`src/rtl/chacha_block_scheduler.sv`:
```
// Shares one ChaCha20 block core between a one-shot Poly1305 key request and
// multi-block encryption keystream bursts, driving core start/counter and done strobes.
module chacha_block_scheduler #(
  parameter logic [31:0] ENC_CTR_INIT   = 32'd1,
  parameter int          NBLK_W         = 16,
  parameter int          TIMEOUT_CYCLES = 64
) (
  input  logic              clk,
  input  logic              rst,
  input  logic              poly_req,
  output logic              poly_ack,
  output logic              poly_done,
  input  logic              enc_req,
  input  logic [NBLK_W-1:0] enc_nblocks,
  output logic              enc_ack,
  output logic              enc_blk_done,
  output logic              enc_last,
  output logic              core_start,
  output logic [31:0]       core_counter,
  input  logic              core_done,
  output logic              busy,
  output logic              err
);

  localparam logic [2:0] S_IDLE  = 3'd0;
  localparam logic [2:0] S_ISSUE = 3'd1;
  localparam logic [2:0] S_WAIT  = 3'd2;
  localparam logic [2:0] S_DONE  = 3'd3;
  localparam logic [2:0] S_ERR   = 3'd4;

  localparam int              TO_W    = $clog2(TIMEOUT_CYCLES + 1);
  localparam logic [TO_W-1:0] TO_LAST = TO_W'(TIMEOUT_CYCLES - 1);
  localparam logic [NBLK_W-1:0] ONE_BLK = NBLK_W'(1);

  logic [2:0]        state;
  logic              job_poly;   // current job is the poly-key block
  logic              job_new;    // enc job still has to latch its burst length
  logic [NBLK_W-1:0] remaining;
  logic [31:0]       enc_ctr;
  logic [TO_W-1:0]   wait_cnt;

  // An open burst keeps the scheduler busy between its blocks, but an error
  // freezes everything and reports idle.
  assign busy = (state != S_ERR) && ((state != S_IDLE) || (remaining != '0));
  assign err  = (state == S_ERR);

  // NOTE: all sequential state uses non-blocking assignment so every branch
  // below reads the values from the start of the cycle.
  always_ff @(posedge clk) begin
    if (rst) begin
      state        <= S_IDLE;
      job_poly     <= 1'b0;
      job_new      <= 1'b0;
      remaining    <= '0;
      enc_ctr      <= ENC_CTR_INIT;
      wait_cnt     <= '0;
      poly_ack     <= 1'b0;
      poly_done    <= 1'b0;
      enc_ack      <= 1'b0;
      enc_blk_done <= 1'b0;
      enc_last     <= 1'b0;
      core_start   <= 1'b0;
      core_counter <= '0;
    end else begin
      // NOTE: strobes default low here, so each one is exactly one cycle wide
      // and no branch has to remember to clear it.
      poly_ack     <= 1'b0;
      poly_done    <= 1'b0;
      enc_ack      <= 1'b0;
      enc_blk_done <= 1'b0;
      enc_last     <= 1'b0;
      core_start   <= 1'b0;

      case (state)
        S_IDLE: begin
          // Poly wins every block boundary; an open burst beats a new enc request.
          if (poly_req) begin
            job_poly <= 1'b1;
            job_new  <= 1'b1;
            poly_ack <= 1'b1;
            state    <= S_ISSUE;
          end else if (remaining != '0) begin
            job_poly <= 1'b0;
            job_new  <= 1'b0;
            state    <= S_ISSUE;
          end else if (enc_req) begin
            job_poly <= 1'b0;
            job_new  <= 1'b1;
            enc_ack  <= 1'b1;
            state    <= S_ISSUE;
          end
        end

        S_ISSUE: begin
          wait_cnt <= '0;
          if (job_poly) begin
            core_counter <= 32'd0;
            core_start   <= 1'b1;
            state        <= S_WAIT;
          end else if (job_new) begin
            // Burst length is taken in the cycle enc_ack is visible.
            remaining <= enc_nblocks;
            enc_ctr   <= ENC_CTR_INIT;
            if (enc_nblocks == '0) begin
              enc_blk_done <= 1'b1;
              enc_last     <= 1'b1;
              state        <= S_DONE;
            end else begin
              core_counter <= ENC_CTR_INIT;
              core_start   <= 1'b1;
              state        <= S_WAIT;
            end
          end else begin
            core_counter <= enc_ctr;
            core_start   <= 1'b1;
            state        <= S_WAIT;
          end
        end

        S_WAIT: begin
          if (core_done) begin
            state <= S_DONE;
            if (job_poly) begin
              poly_done <= 1'b1;
            end else begin
              enc_blk_done <= 1'b1;
              enc_last     <= (remaining == ONE_BLK);
              remaining    <= remaining - ONE_BLK;
              enc_ctr      <= enc_ctr + 32'd1;
            end
          end else if (wait_cnt == TO_LAST) begin
            state <= S_ERR;
          end else begin
            wait_cnt <= wait_cnt + 1'b1;
          end
        end

        S_DONE: begin
          // A counter that rolled over to 0 with blocks still owed would reuse a nonce block.
          if (!job_poly && (remaining != '0) && (enc_ctr == 32'd0)) begin
            state <= S_ERR;
          end else begin
            state <= S_IDLE;
          end
        end

        S_ERR:   state <= S_ERR;
        default: state <= S_IDLE;
      endcase
    end
  end

endmodule

```
`config.mk`:
```
export PLATFORM = sky130hd
export DESIGN_NAME = chacha_block_scheduler
export DESIGN_NICKNAME = d
export VERILOG_FILES = /design/src/rtl/chacha_block_scheduler.sv
export SDC_FILE = /design/constraint.sdc
export NUM_CORES = 1
export LEC_CHECK = 0
export ABC_CLOCK_PERIOD_IN_PS = 2500
export BUFFER_PORTS_ARGS = -buffer_cell sky130_fd_sc_hd__buf_2
export CORE_ASPECT_RATIO = 0.9
export CORE_MARGIN = 1.5
export CORE_UTILIZATION = 35
export CTS_CLUSTER_DIAMETER = 40
export DETAILED_ROUTE_END_ITERATION = 7
export SLEW_MARGIN = 10
export SYNTH_ARGS = -nofsm -noshare
export SYNTH_HDL_FRONTEND = slang
export SYNTH_SLANG_ARGS = --single-unit
```
`constraint.sdc`:
```
create_clock -name clk -period 2.5 [get_ports clk]
set_clock_uncertainty 0.1 [all_clocks]
set_input_delay 0.75 -clock clk [delete_from_list [all_inputs] [get_ports clk]]
set_output_delay 0.75 -clock clk [all_outputs]
set_load 0.02 [all_outputs]
```
Yosys cells after proc, flatten, opt, wreduce, memory -nomap -nowiden
Index checks and enable logic that the tools add are counted.
W data, S select, Z words.
{ "word_totals": {"output_inout_bits": 40, "input_bits": 21, "wordCells": 104, "ff_bits": 98} }
{ "op_classes": {"reduce_logical": 21, "addsub": 3, "bitwise_logic": 4, "n_eq_ne": 16, "muxes": 47} }
{ "ops": {"columns": ["cell", "count"], "rows": [
  ["$mux W32", 7],
  ["$mux W16", 4],
  ["$pmux W32 S2", 1],
  ["$add A32 B1 Y32 const B", 1],
  ["$logic_not A32 Y1", 1],
  ["$pmux W16 S2", 1],
  ["$mux W3", 8],
  ["$mux W1", 20],
  ["$eq A16 B1 Y1 const B", 1],
  ["$logic_not A16 Y1", 1],
  ["$reduce_bool A16 Y1", 1],
  ["$sub A16 B1 Y16 const B", 1],
  ["$pmux W3 S5", 1],
  ["$mux W7", 2],
  ["$pmux W7 S2", 1],
  ["$ne A2 B2 Y1 const B", 6],
  ["$ne A3 B3 Y1 const B", 3],
  ["$add A7 B1 Y7 const B", 1],
  ["$eq A7 B6 Y1 const B", 1],
  ["$eq A3 B2 Y1 const B", 2],
  ["$reduce_and A2 Y1", 3],
  ["$reduce_bool A3 Y1", 2],
  ["$reduce_and A5 Y1", 1],
  ["$ne A4 B4 Y1 const B", 1],
  ["13 further kinds", 20]
]} }

Longest topological paths before layout
{ "logic_depth": {"ltp_word": 5, "ltp_mapped": 7} }

Worst setup path after synthesis
OpenSTA, ideal clock, no wires.
{ "synth_timing": {"kind": "input port to flip-flop", "startpoint": "input port enc_nblocks[0]", "endpoint": "register core_counter[10]", "slack_ns": -0.025, "required_ns": 2.328, "setup_ns": 0.072, "path_stages": 5, "arrival_ns": 2.354, "path_buffers": 1, "path_cell_list": "or4b_1 or4_4 o21ai_4 buf_6 mux2i_1"} }
{ "synth_between": {"elab_chain_len": 3} }
{ "synth_rtl": {"columns": ["item", "line_no", "text"], "rows": [
  ["start, declared", "14", "input logic [NBLK_W-1:0] enc_nblocks,"],
  ["$logic_not A16 Y1", "104", "if (enc_nblocks == '0) begin"],
  ["$ne A3 B3 Y1 (no source line)", null, null],
  ["$reduce_and A2 Y1 (no source line)", null, null],
  ["end signal, assigned", "114", "core_counter <= enc_ctr;"],
  ["end, declared", "19", "output logic [31:0] core_counter,"]
]} }
No other way between the ends.
A chain may end at the register's enable or synchronous reset.

Worst setup path in the final report
{ "layout_timing": {"startpoint": "register remaining[12]", "endpoint": "output port busy"} }
{ "layout_between": {"elab_chain_len": 3} }
{ "layout_rtl": {"columns": ["item", "line_no", "text"], "rows": [
  ["start, declared", "38", "logic [NBLK_W-1:0] remaining;"],
  ["start signal, assigned", "102", "remaining <= enc_nblocks;"],
  ["start signal, assigned", "128", "remaining <= remaining - ONE_BLK;"],
  ["$reduce_bool A16 Y1", "44", "assign busy = (state != S_ERR) && ((state != S_IDLE) || (remaining != '0));"],
  ["$logic_or A1 B1 Y1", "44", null],
  ["$logic_and A1 B1 Y1", "44", null],
  ["end, declared", "21", "output logic busy,"]
]} }
No other way between the ends.

==> results_dict.tcl <==
set metrics [dict create \
    die_y_um 116 \
    ctsHoldBuffers 0 \
    peakVddDrop_uv 451 \
    grt-ovfl-total 0 \
    grtUsageTotal_pct 18.3 \
    status "finished, final reports clean" \
    grt_pass1_vias 4421 \
    clk_pin_slew_ps 60 \
    relSlewSlack_pct 60.9 \
    fmax_ghz 0.402 \
    crit_fanout 5 \
    finalHoldViolations 0 \
    synthSimpleGateAreaFrac_pct 27.7 \
    insertion_delay_ps 350 \
    synth.area.mux_share_pct 7.47 \
    yosysSeqAreaShare_pct 39.6 \
    ys.warnings.count 0 \
    powerDensity_nw_per_um2 923 \
    antenna_found_initial 0 \
    synth_edf_count 0 \
    ys_ff_latch 98 \
    synth_area_leaders "dfxtp_1 40%, mux2i_1 7.5%, nand2_1 7.1%, a21oi_1 4.0%, or4_1 3.3%" \
    synthAdderAreaFrac_pct 1.51 \
    synth-xor-area-share_pct 1.77 \
    syn-num-nets 625 \
    area_delta_synth_final_pct 22.0 \
    path_class "reg2out" \
    arrival_ps 1640 \
    io_pins 61 \
    rr_startpoint "job_poly$_SDFFE_PP0P_" \
    fin_setup_tns_ps 0 \
    grt_pass1_wl_um 21700 \
    synth_area_um2 4960 \
    finalCriticalPeriod_ps 2490 \
    setup.worst_path.start "remaining[12]$_SDFFE_PP0P_" \
    cts.sinks 98 \
    ys.flop_type "dfxtp_1" \
    fin_nets 700 \
    ant_nets 0 \
    synth_top_family_by_area "simple AND/OR/NAND/NOR gates" \
    rsz0062_at_grt "yes" \
    cts_root_buf "clkbuf_16" \
    cp-end-kind "primary output" \
    synth_most_common_cell "dfxtp_1" \
    vias_per_cell 5.46 \
    cts_made_buffers 9 \
    leakagePower_nw 2.39 \
    synth_async_sr_flop_share_pct 0 \
    drt_iter0_drc 332 \
    avgSynthCellArea_um2 8.29 \
    wl_per_cell_um 15.0 \
    dp_hpwl_um 9280 \
    synth_top_area_share_pct 39.6 \
    synth_common_cells "98 x dfxtp_1, 94 x nand2_1, 40 x a21oi_1, 37 x mux2i_1, 36 x clkbuf_1" \
    port_buffers 60 \
    dr.pass1.iters 4 \
    start_kind "flip-flop" \
    worst_pin_slew_ps 586 \
    die_x_um 128 \
    cts_max_level 3 \
    synth_cells 598 \
    multi_input_area_um2 2790 \
    max_cap_violations 0 \
    grt_max_degree 33 \
    ys_types 56 \
    rows 41 \
    drcViolationCount 0 \
    critPathRequiredTime_ps 1650 \
    num_vias 4749 \
    yosys.area.top_type "dfxtp_1" \
    drv_slew 0 \
    min-delay-start "core_counter[18]$_SDFFE_PP0P_" \
    start_util_pct 35.5 \
    cts_buffer_depth 2 \
    place.gp.congestion 0.845 \
    nFillCells 1390 \
    fin_crit_sh_pct 99.5 \
    die_area_um2 14900 \
    cts_tree "done" \
    core_um2 14000 \
    hp-class "reg2reg" \
    n_antenna_cell 0 \
    finalSetupViolations 0 \
    hold_ws_ps 356 \
    drive_above_1_share_pct 20.4 \
    regArea_um2 1970 \
    wirelength_um 13100 \
    synth_compound_area_share_pct 16.7 \
]
[worst max-delay path: stages, from the launching register on]
cell	delay (ps)
dfxtp_2	360
nor4_4	300
and4_4	270
and2_4	160
o21ai_4	60
buf_6	140
[flip-flops by register name, summed over array words and instances, names as in the netlist, 3 cells and up]
register	cells
remaining	16
core_counter	32
state	3
wait_cnt	7
enc_ctr	32
[per-stage QoR]
stage	util [%]	area (um2)	setup slack [ps]	power [mW]	cells
floorplan	-	4960	-7.89	3.27	598
global placement	40.7	5680	-200	3.95	854
detailed placement	40.7	5680	-254	3.99	854
CTS	43.4	6050	10.6	5.60	870
global route	43.4	6050	-39.1	5.92	870
finish	43.4	6050	12.2	5.58	870
[placed cells by master, fill, tap and decap left out, types with 3 or more instances in the layout]
| cell type | count |
|---|---|
| nand2_1 | 94 |
| and3_1 | 9 |
| a221oi_1 | 3 |
| inv_1 | 19 |
| a211oi_1 | 5 |
| o21a_1 | 4 |
| buf_4 | 43 |
| a21oi_1 | 40 |
| a21o_1 | 6 |
| nand2b_1 | 7 |
| o21ai_1 | 4 |
| nor3_1 | 7 |
| dfxtp_1 | 94 |
| dfxtp_2 | 4 |
| or4_1 | 22 |
| buf_2 | 59 |
| o32ai_1 | 4 |
| ha_1 | 6 |
| o31ai_1 | 15 |
| or3_1 | 10 |
| and4_1 | 7 |
| nor3b_1 | 3 |
| nor4_1 | 13 |
| clkbuf_16 | 9 |
| o21ai_0 | 23 |
| xor2_1 | 9 |
| nand3_1 | 15 |
| nor4b_1 | 3 |
| nor2_1 | 27 |
| o2111ai_1 | 3 |
| mux2i_1 | 37 |
| o211ai_1 | 8 |
| nand4_1 | 19 |
[cell families (layout without fill, tap and decap cells)]
group | after synthesis | in the layout
compound gates | 129 | 129
xor+xnor | 10 | 10
fa+ha+maj | 6 | 6
buf+inv | 61 | 140
flops | 98 | 98
mux | 37 | 37
simple gates | 257 | 257
[area by class of cell]
class	instances	area share (%)
clock buffer	11	4.18
clock inverter	4	0.848
inverter	20	1.24
multi-input combinational	439	46.2
sequential	98	32.5
tap	193	3.99
timing repair buffer	105	11.1
[report_power, final]
group	switching [mW]	internal (mW)	leakage (nW)
combinational	1.28	1.02	1.45
clock	0.606	0.825	0.148
sequential	0.159	1.70	0.794
[worst paths after layout]
| path | endpoint | slack [ps] | depth (start not counted) |
|---|---|---|---|
| min reg2reg | core_counter[18]$_SDFFE_PP0P_ | 360 | 2 |
| max reg2reg | core_counter[26]$_SDFFE_PP0P_ | 250 | 5 |
| min | core_counter[18]$_SDFFE_PP0P_ | 360 | 2 |
| max | busy | 10 | 5 |
[routing by layer]
| layer | routed length [um] | track usage [%] | part of all wire, % | vias up |
|---|---|---|---|---|
| met4 | 303 | 8.91 | 2.3 | 0 |
| met2 | 5870 | 28.3 | 45 | 116 |
| met5 | 0 | 0 | 0 | - |
| li1 | - | - | - | 2356 |
| met1 | 6390 | 25.1 | 49 | 2256 |
| met3 | 510 | 2.77 | 3.9 | 21 |
[what timing repair did]
action / 4_1_cts / 5_1_grt
setup buffers: 2 / 0
resized for setup: 14 / 1
endpoints found under the setup margin: 1 / 2
pin swaps: 3 / 1
No activity file was read; power rests on OpenSTA's default activity.
